`src/rtl/adder_result_accumulator_if.sv`:
```
// Handshake bundle between the adder, the accumulator and the byte-serial sink.
// Holds the sample input channel and the byte output channel.
interface adder_result_accumulator_if #(
  parameter int IN_W = 8
);
  logic [IN_W-1:0] in_data;
  logic            in_valid;
  logic            in_ready;
  logic [7:0]      out_byte;
  logic            out_valid;
  logic            out_ready;

  modport slave (
    input  in_data, in_valid, out_ready,
    output in_ready, out_byte, out_valid
  );

  modport master (
    output in_data, in_valid, out_ready,
    input  in_ready, out_byte, out_valid
  );
endinterface

```
`src/rtl/adder_result_accumulator.sv`:
```
// Sums adder results into a wide accumulator with sample count and sticky overflow,
// and streams a snapshot of the total out MSB byte first on request.
module adder_result_accumulator #(
  parameter int IN_W  = 8,
  parameter int ACC_W = 16,
  parameter int SAT   = 0
) (
  input  logic                         clk,
  input  logic                         rst_n,
  adder_result_accumulator_if.slave    bus,
  input  logic                         clear,
  input  logic                         dump,
  output logic [7:0]                   count,
  output logic                         ovf,
  output logic                         busy
);
  localparam int NB    = ACC_W / 8;
  localparam int IDX_W = (NB > 1) ? $clog2(NB) : 1;
  localparam logic [IDX_W-1:0] IDX_TOP = IDX_W'(NB - 1);

  typedef enum logic {ACCUM, DUMP} state_t;

  state_t           state, state_nx;
  logic [ACC_W-1:0] acc, acc_nx;
  logic [ACC_W-1:0] shadow, shadow_nx;
  logic [IDX_W-1:0] idx, idx_nx;
  logic [7:0]       count_nx;
  logic             ovf_nx;
  logic [ACC_W:0]   ext;
  logic [ACC_W:0]   sum;
  logic             rdy;
  logic             take;

  // Top bit of the result is the carry out; under SAT the low bits clamp to all-ones.
  function automatic logic [ACC_W:0] acc_add(input logic [ACC_W-1:0] a,
                                             input logic [ACC_W:0]   b);
    logic [ACC_W:0] s;
    s = {1'b0, a} + b;
    if (SAT != 0 && s[ACC_W]) s[ACC_W-1:0] = '1;
    return s;
  endfunction

  always_comb begin
    state_nx  = state;
    acc_nx    = acc;
    shadow_nx = shadow;
    idx_nx    = idx;
    count_nx  = count;
    ovf_nx    = ovf;
    ext       = '0;
    ext[IN_W-1:0] = bus.in_data;
    sum       = acc_add(acc, ext);
    rdy       = (state == ACCUM) && !clear;
    take      = bus.in_valid && rdy;

    bus.in_ready  = rdy;
    bus.out_valid = (state == DUMP);
    bus.out_byte  = (state == DUMP) ? shadow[{idx, 3'b000} +: 8] : 8'h00;
    busy          = (state == DUMP);

    if (take) begin
      acc_nx = sum[ACC_W-1:0];
      if (count != 8'hFF) count_nx = count + 8'd1;
      if (sum[ACC_W]) ovf_nx = 1'b1;
    end
    if (clear) begin
      acc_nx   = '0;
      count_nx = '0;
      ovf_nx   = 1'b0;
    end

    case (state)
      ACCUM: begin
        // Snapshot the post-edge total so a same-cycle sample is included.
        if (dump && !clear) begin
          shadow_nx = acc_nx;
          idx_nx    = IDX_TOP;
          state_nx  = DUMP;
        end
      end
      DUMP: begin
        if (bus.out_ready) begin
          if (idx == '0) state_nx = ACCUM;
          else           idx_nx   = idx - 1'b1;
        end
      end
      default: state_nx = ACCUM;
    endcase
  end

  always_ff @(posedge clk or negedge rst_n) begin
    if (!rst_n) begin
      state  <= ACCUM;
      acc    <= '0;
      shadow <= '0;
      idx    <= '0;
      count  <= '0;
      ovf    <= 1'b0;
    end else begin
      state  <= state_nx;
      acc    <= acc_nx;
      shadow <= shadow_nx;
      idx    <= idx_nx;
      count  <= count_nx;
      ovf    <= ovf_nx;
    end
  end
endmodule
```
`src/flat_wrapper.sv`:
```
// flat-port wrapper written by rule: the top's interface ports become plain ports
module adder_result_accumulator_flat 
#(
  parameter int IN_W  = 8,
  parameter int ACC_W = 16,
  parameter int SAT   = 0
)
  (clk, rst_n, clear, dump, count, ovf, busy, bus_in_data, bus_in_valid, bus_out_ready, bus_in_ready, bus_out_byte, bus_out_valid);
  adder_result_accumulator_if #(.IN_W(IN_W)) bus_i ();
  input  logic clk;
  input  logic rst_n;
  input  logic clear;
  input  logic dump;
  output logic [7:0] count;
  output logic ovf;
  output logic busy;
  input wire logic [$bits(bus_i.in_data)-1:0] bus_in_data;
  input wire logic [$bits(bus_i.in_valid)-1:0] bus_in_valid;
  input wire logic [$bits(bus_i.out_ready)-1:0] bus_out_ready;
  output wire logic [$bits(bus_i.in_ready)-1:0] bus_in_ready;
  output wire logic [$bits(bus_i.out_byte)-1:0] bus_out_byte;
  output wire logic [$bits(bus_i.out_valid)-1:0] bus_out_valid;
  assign bus_i.in_data = bus_in_data;
  assign bus_i.in_valid = bus_in_valid;
  assign bus_i.out_ready = bus_out_ready;
  assign bus_in_ready = bus_i.in_ready;
  assign bus_out_byte = bus_i.out_byte;
  assign bus_out_valid = bus_i.out_valid;
  adder_result_accumulator #(.IN_W(IN_W), .ACC_W(ACC_W), .SAT(SAT)) u_core (.clk(clk), .rst_n(rst_n), .bus(bus_i), .clear(clear), .dump(dump), .count(count), .ovf(ovf), .busy(busy));
endmodule
```
`config.mk`:
```
export PLATFORM = sky130hd
export DESIGN_NAME = adder_result_accumulator_flat
export DESIGN_NICKNAME = d
export VERILOG_FILES = /design/src/rtl/adder_result_accumulator_if.sv /design/src/rtl/adder_result_accumulator.sv /design/src/flat_wrapper.sv
export SDC_FILE = /design/constraint.sdc
export NUM_CORES = 1
export LEC_CHECK = 0
export CAP_MARGIN = 10
export CORE_MARGIN = 2
export CORE_UTILIZATION = 48
export CTS_CLUSTER_SIZE = 10
export DETAILED_ROUTE_END_ITERATION = 12
export MAX_ROUTING_LAYER = met4
export PLACE_DENSITY = 0.77
export REMOVE_ABC_BUFFERS = 1
export SLEW_MARGIN = 20
export SYNTH_ARGS = -nofsm -noshare
export SYNTH_HDL_FRONTEND = slang
export SYNTH_SLANG_ARGS = --single-unit
```
`constraint.sdc`:
```
create_clock -name clk -period 1.9 [get_ports clk]
set_input_delay 0.57 -clock clk [delete_from_list [all_inputs] [get_ports clk]]
set_output_delay 0.57 -clock clk [all_outputs]
set_load 0.03 [all_outputs]
```
* Word level (Yosys, flattened, before mapping)
Cells that the tools add are included.
** Storage, ports and cells
- Register bits :: 43
- Output and inout bits :: 20
** Operators by class
- Eq/ne operators :: 3
- Shift operators :: 1
- Reduce and logical (&&, ||, !) cells :: 11
- Mux-type cells :: 17
- Bitwise gates (word level) :: 1
- $add $sub $neg :: 3
** Operator list (number)
- 2-to-1 mux 16 bit :: 2
- 2-to-1 mux 8 bit :: 4
- adder 16 x 8 -> 17 bit :: 1
- variable part select 16 x 5 -> 8 bit :: 1
- 2-to-1 mux 1 bit :: 9
- adder 8 x 1 -> 8 bit, second input constant :: 1
- != test 8 bit, second input constant :: 1
- AND reduction 2 bit :: 4
- nonzero test 2 bit :: 3
- != test 2 bit, second input constant :: 2
- case mux 1 bit (2 select lines) :: 2
- logical AND 1 bit :: 3
- zero test 1 bit :: 1
- NOT 1 bit :: 1
- subtractor 1 bit, second input constant :: 1

* Logic depth before layout (Yosys ltp)
Gate-level depths: netlist of run 1.
- Word-level depth :: 5
- Depth in mapped cells :: 8
- Depth with buffers taken out :: 8

* Least setup slack after synthesis of run 1
Ideal clock, no wire load.
- Path kind :: input to register
- Start point :: input port bus_in_data[0]
- End point :: register u_core.shadow[6]
- Cell stages on the path :: 7
- Buffers on the path :: 0
- Library setup time :: 0.125 ns
- Path slack :: -0.383 ns
- Arrival time :: 2.158 ns
- Cells stage by stage :: ha_1 fa_1 a21o_1 a221oi_2 xor2_1 o21ai_1 mux2_2
** Between the ends
- Cells in the longest elaborated chain, start to end :: 3
** RTL lines
- start: declaration :: line flat_wrapper.sv:17 : input wire logic [$bits(bus_i.in_data)-1:0] bus_in_data;
- adder 16 x 8 -> 17 bit :: line adder_result_accumulator.sv:38 : s = {1'b0, a} + b;
- 2-to-1 mux 16 bit :: line adder_result_accumulator.sv:61 : if (take) begin
- 2-to-1 mux 16 bit :: line adder_result_accumulator.sv:66 : if (clear) begin
- net u_core.acc_nx[6] :: line adder_result_accumulator.sv:24 : logic [ACC_W-1:0] acc, acc_nx;
- end signal: assignment :: line adder_result_accumulator.sv:102 : shadow <= shadow_nx;
- end: declaration :: line adder_result_accumulator.sv:25 : logic [ACC_W-1:0] shadow, shadow_nx;
The timed path passes the listed nets, and every way through them passes these cells.
A chain may end at the register's enable or synchronous reset.

* Worst setup path in the final report of run 1
- Start point :: register u_core.acc[0]
- End point :: register u_core.shadow[6]
** Between the ends
- Cells in the longest elaborated chain, start to end :: 3
** RTL lines
- start: declaration :: line adder_result_accumulator.sv:24
- start signal: assignment :: line adder_result_accumulator.sv:101 : acc <= acc_nx;
- adder 16 x 8 -> 17 bit :: line adder_result_accumulator.sv:38
- 2-to-1 mux 16 bit :: line adder_result_accumulator.sv:61
- 2-to-1 mux 16 bit :: line adder_result_accumulator.sv:66
- net u_core.acc_nx[6] :: line adder_result_accumulator.sv:24
The timed path passes the listed nets, and every way through them passes these cells.

==> flow_summary.yaml, run 1 <==
routing:
  first_pass_iters: 4
  wl_met2_mm: 3.10
  via_count: 1892
  vias_per_cell: 5.44
  routed.top_layer: "met4"
  drt-total-wl_mm: 5.80
  antenna_left: 0
  drtIter0Drc: 100
  met1Wirelength_mm: 2.41
  wl_met3_microns: 186
  drc_errors: 0
  wl_per_cell_microns: 16.7
sta:
  skew_ns: 0.00700
  fin_crit_ns: 2.15
  max_freq_mhz: 465
  finalMaxSlewViolations: 0
  setup_viol: 20
  hold_violations: 0
  maxSlewHeadroom_pct: 72.0
  timing.final.ws_setup_ns: -0.251
  min_period_over_period_pct: 113
  worst_pin_slew_ns: 0.420
  tns_ns: -2.37
  rsz0062_at_grt: "yes"
min_path:
  hold_class: "input pin to async pin"
synth:
  yosys_most_used_dff: "dfrtp_1"
  synth_edf_count: 0
  yosysTopAreaCellShare_pct: 47.6
  synthesis.instances: 221
  yosys_warnings: 0
  syn_area_sq_mm: 0.00226
  seq_area_frac_synth_pct: 47.6
  avgSynthCellArea_sq_um: 10.2
  async_flop_share_pct: 100
  yosys_register_bits: 43
  synth_largest_area_cell: "dfrtp_1"
  synthTopCellsByArea: "dfrtp_1, ha_1, nand2_1, nor2_1, xor2_1"
  synth_cell_types: 37
cells_and_area:
  area_growth_pct: 45.7
  nets: 319
  diodes: 0
  drive_above_1_share_pct: 36.8
clock_tree:
  cts_tree: "done"
  cts_num_sinks: 43
  clk_pin_slew_ns: 0.09
  cts_root_buf: "clkbuf_8"
  htreeDepth: 2
  clk_path_buf_depth: 2
  numCtsBuffers: 5
  insertion_delay_ns: 0.31
status:
  status: "complete, but fails checks"
  violations: "setup timing"
pwr:
  netSwitchingFraction_pct: 38.4
  seqPwrFrac_pct: 36.4
  power_frac_clock_pct: 18.1
  power-per-cell-area_mw_per_mm2: 1030
  comb_power_share_pct: 45.5
  p_int_mw: 2.10
  p_leak_nw: 1.52
  ir_drop_v: 0.000580
  p_switching_mw: 1.31
floorplan:
  ios: 34
  die_h_microns: 72.6
  rows: 24
  die_w_microns: 72.6
  core_area_sq_mm: 0.00444
  start_util_pct: 50.8
  die-area_sq_mm: 0.00527
critical_path:
  crit_chain: "ha_2, fa_2, a21o_1, a221oi_4, xor2_1, o21ai_2, mux2_4"
  required_ns: 2.10
  r2r-start: "u_core.acc[0]$_DFF_PN0_"
  start_kind: "flip-flop"
  cp.arrival_ns: 2.35
  worstSetupPathType: "flip-flop to flip-flop"
  cp_slowest_cell: "dfrtp_1"
  r2r_cells: 7
  r2r_end: "u_core.shadow[6]$_DFFE_PN0P_"
  r2r_setup_slack_ns: -0.25
  crit_path_start: "u_core.acc[0]$_DFF_PN0_"
  cpPeakStageDelay_ns: 0.40
  cp_max_fo: 2
  crit_end: "u_core.shadow[6]$_DFFE_PN0P_"
  end_kind: "flip-flop"
flow_run:
  drv_cap: 0
placement:
  place_ws_ns: -0.943
  port_buffers: 33
  post-dp-hpwl_mm: 3.77
  gp_congestion: 0.817
global_routing:
  grt-ovfl-total: 0
  grt_usage_pct: 24.2
  grt_pass1_wl_mm: 9.47
  antenna_found_initial: 0
  grt_max_degree: 23
  grt_pass1_vias: 2008
## cell type report
type                            instances  area [sq um]
Multi-Input combinational cell        166          1390
Tap cell                               52          65.1
Inverter                                5          21.3
Sequential cell                        43          1080
Timing Repair Buffer                   74           644
Clock inverter                          3          25.0
Clock buffer                            5          68.8
Fill cell                             300          1150
## synth_stat cells, types with 5 or more instances
master and number:
a21oi_1 8, clkbuf_1 6, dfrtp_1 43, ha_1 9
mux2_2 7, mux2i_1 9, nand2_1 28, nand4_1 5
nor2_1 27, o21ai_0 13, o21ai_1 5, xnor2_1 9
xor2_1 11
## state kept, by name, indices dropped and copies added (netlist names)
name                  cells
u_core.acc               16
u_core.shadow            16
u_core.count              8
u_core.bus.out_valid      1
u_core.idx                1
u_core.ovf                1
## critical path, delay by kind of cell, from the launching register on
kind | cells | cell delay [ns]
fa+ha+maj | 2 | 0.57
compound gates | 3 | 0.56
flops | 1 | 0.40
mux | 1 | 0.26
xor+xnor | 1 | 0.24
## repair_timing
action / CTS / global route
pin swaps: 38 / 21
setup endpoints to repair: 51 / 35
hold buffers: 0 / 0
resized for setup: 72 / 17
setup buffers: 9 / 5
## per-stage QoR
| stage | cells | util, % | total power, mW | hold WS [ns] | instance area [sq um] |
|---|---|---|---|---|---|
| final | 348 | 74.1 | 3.40 | 0.181 | 3290 |
| after global routing | 348 | 74.1 | 3.58 | 0.204 | 3290 |
| after CTS | 343 | 71.7 | 3.28 | 0.180 | 3190 |
| after detailed placement | 326 | 63.3 | 2.44 | 0.472 | 2810 |
| after global placement | 326 | 63.3 | 2.41 | 0.464 | 2810 |
| after floorplan | 214 | - | 1.93 | 0.274 | 2230 |
## how the worst min path moves through the flow
stage	from	end	slack, ns	cells past startpoint
after global placement	u_core.shadow[12]$_DFFE_PN0P_	u_core.shadow[12]$_DFFE_PN0P_	0.46	2
after CTS	rst_n	u_core.count[6]$_DFFE_PN0P_	0.18	1
after floorplan	rst_n	u_core.acc[0]$_DFF_PN0_	0.27	0
final	rst_n	u_core.count[6]$_DFFE_PN0P_	0.18	1
after detailed placement	u_core.shadow[12]$_DFFE_PN0P_	u_core.shadow[12]$_DFFE_PN0P_	0.47	2
after global routing	rst_n	u_core.idx$_DFFE_PN0P_	0.20	1
## layer usage
metal | global-route usage (%) | vias up
li1 | - | 915
met2 | 41.1 | 30
met3 | 5.52 | 11
met4 | 8.02 | 0
met1 | 28.5 | 936
met5 | - | -
## placed cells by master (no fill, tap or decap), types with 4 or more instances in the layout
| cell type | n |
|---|---|
| a21oi_2 | 4 |
| nand4_1 | 5 |
| xnor2_1 | 4 |
| nand2b_1 | 4 |
| mux2i_1 | 8 |
| xnor2_2 | 5 |
| ha_4 | 6 |
| nand2_1 | 28 |
| buf_6 | 5 |
| clkbuf_8 | 5 |
| dlygate4sd2_1 | 14 |
| o21ai_0 | 7 |
| mux2_2 | 5 |
| o21ai_1 | 10 |
| nor2_1 | 24 |
| buf_4 | 41 |
| dfrtp_1 | 41 |
| xor2_1 | 10 |
| inv_1 | 4 |
## cell families (layout without fill, tap and decap cells)
group / after synthesis / after routing / synth area share [%]
adder cells (fa/ha/maj): 10 / 10 / 5.87
XOR/XNOR: 20 / 20 / 7.75
buffers and inverters: 12 / 87 / 2.16
AND/OR/NAND/NOR: 80 / 80 / 16.3
multiplexers: 16 / 16 / 7.48
AO/OA/AOI/OAI: 40 / 40 / 12.8
flip-flops: 43 / 43 / 47.6
## power by group through the flow
stage,clock (mW),combinational [mW],sequential [mW]
5_1_grt,0.649,1.67,1.26
3_5_place_dp,0,1.19,1.25
3_3_place_gp,0,1.16,1.24
4_1_cts,0.621,1.39,1.26
6_report,0.617,1.55,1.24
2_1_floorplan,0,0.658,1.27
(Power assumes the default switching activity.)
==> run 2: changes to the inputs <==
CORE_MARGIN = 10   (was 2)
==> run 2 against run 1 <==
Net effect:
- the run still ends with setup timing left
- wire length up 4.3%
- clock-buffer cell count rose by 1
- utilization is 0.42 points higher
- cell count stayed put
- critical path depth increased by 1
- first-iteration DRC count is 10% lower
- sequential share of layout area is 0.19 points lower
- via count is 0.63% higher
- total power up 3.2%
- critical path type unchanged
- critical endpoint is now u_core.shadow[10]$_DFFE_PN0P_
==> flow_summary.yaml, run 2 (same netlist as run 1, synthesis figures left out) <==
status:
  status: "complete, but fails checks"
  violations: "setup timing"
critical_path:
  crit_chain: "ha_4, fa_2, a21o_1, a221oi_4, o21ai_4, nand4_1, xor2_1, o21ai_1"
  path_buf_inv: 0
  r2r-start: "u_core.acc[0]$_DFF_PN0_"
  r2r_end: "u_core.shadow[10]$_DFFE_PN0P_"
  r2r_cells: 8
  start_kind: "flip-flop"
  cp_slowest_cell: "dfrtp_1"
  worstSetupPathType: "flip-flop to flip-flop"
  end_kind: "flip-flop"
  cp_max_fo: 5
  crit_end: "u_core.shadow[10]$_DFFE_PN0P_"
  r2r_setup_slack_ns: -0.28
  crit_path_start: "u_core.acc[0]$_DFF_PN0_"
  cp.arrival_ns: 2.36
  cp_num_cells: 8
  critPathTopFamily: "compound AO/OA/AOI/OAI gates"
  cpPeakStageDelay_ns: 0.41
  required_ns: 2.08
global_routing:
  use_met3_pct: 3.03
  grt-busiest-layer: "met2"
  antenna_found_initial: 0
  use_met2_pct: 28.5
  use_met1_pct: 17.1
  grt_usage_pct: 15.9
  grt_pass1_vias: 2007
  grt_max_degree: 44
  grt-ovfl-total: 0
  grt_pass1_wl_mm: 9.54
cells_and_area:
  top_regs: "u_core.acc: 16 flops, u_core.shadow: 16 flops, u_core.count: 8 flops"
  seq_area_sq_mm: 0.00108
  fillers: 301
  multiInputGateArea_sq_mm: 0.00141
  final_cell_mix: "dfrtp_1, buf_4, nand2_1, nor2_1, dlygate4sd2_1"
  layout_commonest_cell: "dfrtp_1"
  drive_above_1_share_pct: 38.2
  diodes: 0
  area_growth_pct: 46.5
  nets: 319
  final_cell_count_no_fill: 348
pwr:
  ir_drop_v: 0.000693
  power-per-cell-area_mw_per_mm2: 1060
  p_leak_nw: 1.54
clock_tree:
  clk_path_buf_depth: 2
  insertion_delay_ns: 0.29
  cts_tree: "done"
  clk_pin_slew_ns: 0.08
  cts_num_sinks: 43
  cts_root_buf: "clkbuf_8"
  numCtsBuffers: 5
  htreeDepth: 2
  ctsHoldBuffers: 0
routing:
  first_pass_iters: 4
  vias_per_cell: 5.47
  wl_per_cell_microns: 17.4
  drt-total-wl_mm: 6.05
  drtIter0Drc: 90
  antenna_left: 0
  drc_errors: 0
  via_count: 1904
placement:
  place_ws_ns: -0.973
  place_inst: 325
  post-dp-hpwl_mm: 3.90
  gp_congestion: 0.825
  port_buffers: 33
sta:
  skew_ns: 0.00791
  max_freq_mhz: 459
  hold_ws_ns: 0.338
  fin_crit_ns: 2.18
  hold_violations: 0
  setup_viol: 19
  timing.final.ws_setup_ns: -0.277
  finalMaxSlewViolations: 0
  worst_pin_slew_ns: 0.538
  rsz0062_at_grt: "yes"
  maxSlewHeadroom_pct: 64.1
  min_period_over_period_pct: 115
floorplan:
  ios: 34
  core_area_sq_mm: 0.00444
  die_h_microns: 88.6
  die_w_microns: 88.6
  rows: 24
  die-area_sq_mm: 0.00785
  start_util_pct: 50.8
flow_run:
  drv_cap: 0
min_path:
  hold_class: "input pin to async pin"
run 2: changes by cell type in the layout (fill, tap and decap cells not counted), moves of 2 or more:
cell | before | now
buf_2 | 2 | 5
buf_6 | 5 | 8
buf_12 | 3 | 1
clkdlybuf4s15_1 | 2 | 0
clkinv_2 | 0 | 2
clkinv_4 | 2 | 0
ha_4 | 6 | 8
nand2_1 | 28 | 26
nand2_2 | 0 | 2
o21ai_2 | 2 | 0
run 2: area by class of cell:
type | instances | share of cell area [%]
flip-flops and latches | 43 | 32.6
clock inverters | 2 | 1.06
multi-input cells | 166 | 42.7
well taps | 52 | 1.97
repair buffers | 74 | 18.6
clock buffers | 6 | 2.49
inverters | 5 | 0.605
run 2: how the worst min path moves through the flow:
stage                                        startpoint                            end  slack, ns  cells after the start
final                                             rst_n    u_core.count[0]$_DFFE_PN0P_       0.34                      2
after global routing                              rst_n       u_core.acc[11]$_DFF_PN0_       0.37                      2
after CTS                                         rst_n    u_core.count[7]$_DFFE_PN0P_       0.35                      2
after detailed placement   u_core.shadow[8]$_DFFE_PN0P_   u_core.shadow[8]$_DFFE_PN0P_       0.47                      2
after global placement    u_core.shadow[10]$_DFFE_PN0P_  u_core.shadow[10]$_DFFE_PN0P_       0.46                      2
after floorplan                                   rst_n        u_core.acc[0]$_DFF_PN0_       0.27                      0
run 2: layer usage:
metal | share of wire, % | vias to the layer above
li1 | - | 906
met1 | 41 | 961
met2 | 55 | 29
met3 | 2.5 | 8
met4 | 1.6 | 0
met5 | 0 | -
run 2: what timing repair did:
item / in CTS / in global routing
resized for setup: 75 / 22
pin swaps: 33 / 31
buffers inserted: 7 / 8
hold endpoints to repair: 0 / 0
endpoints found under the setup margin: 49 / 35
run 2: worst reg2reg max path, cell delays in order, from the launching register on:
cell	delay [ns]
dfrtp_1	0.41
ha_4	0.17
fa_2	0.33
a21o_1	0.22
a221oi_4	0.33
o21ai_4	0.14
nand4_1	0.14
xor2_1	0.22
o21ai_1	0.10
run 2: stage by stage:
stage	power (mW)	area (sq um)	util, %	setup TNS [ns]
after floorplan	1.93	2230	-	-9.98
after global placement	2.42	2810	63.1	-21.82
after detailed placement	2.45	2810	63.1	-23.17
after CTS	3.40	3170	71.3	-2.21
after global routing	3.70	3310	74.5	-3.99
final	3.51	3310	74.5	-2.21
run 2: report_power, final:
| part | total (mW) | switching (mW) | internal (mW) |
|---|---|---|---|
| registers | 1.23 | 0.150 | 1.08 |
| clock network | 0.728 | 0.303 | 0.425 |
| logic | 1.56 | 0.809 | 0.749 |
| total | 3.51 | 1.26 | 2.25 |
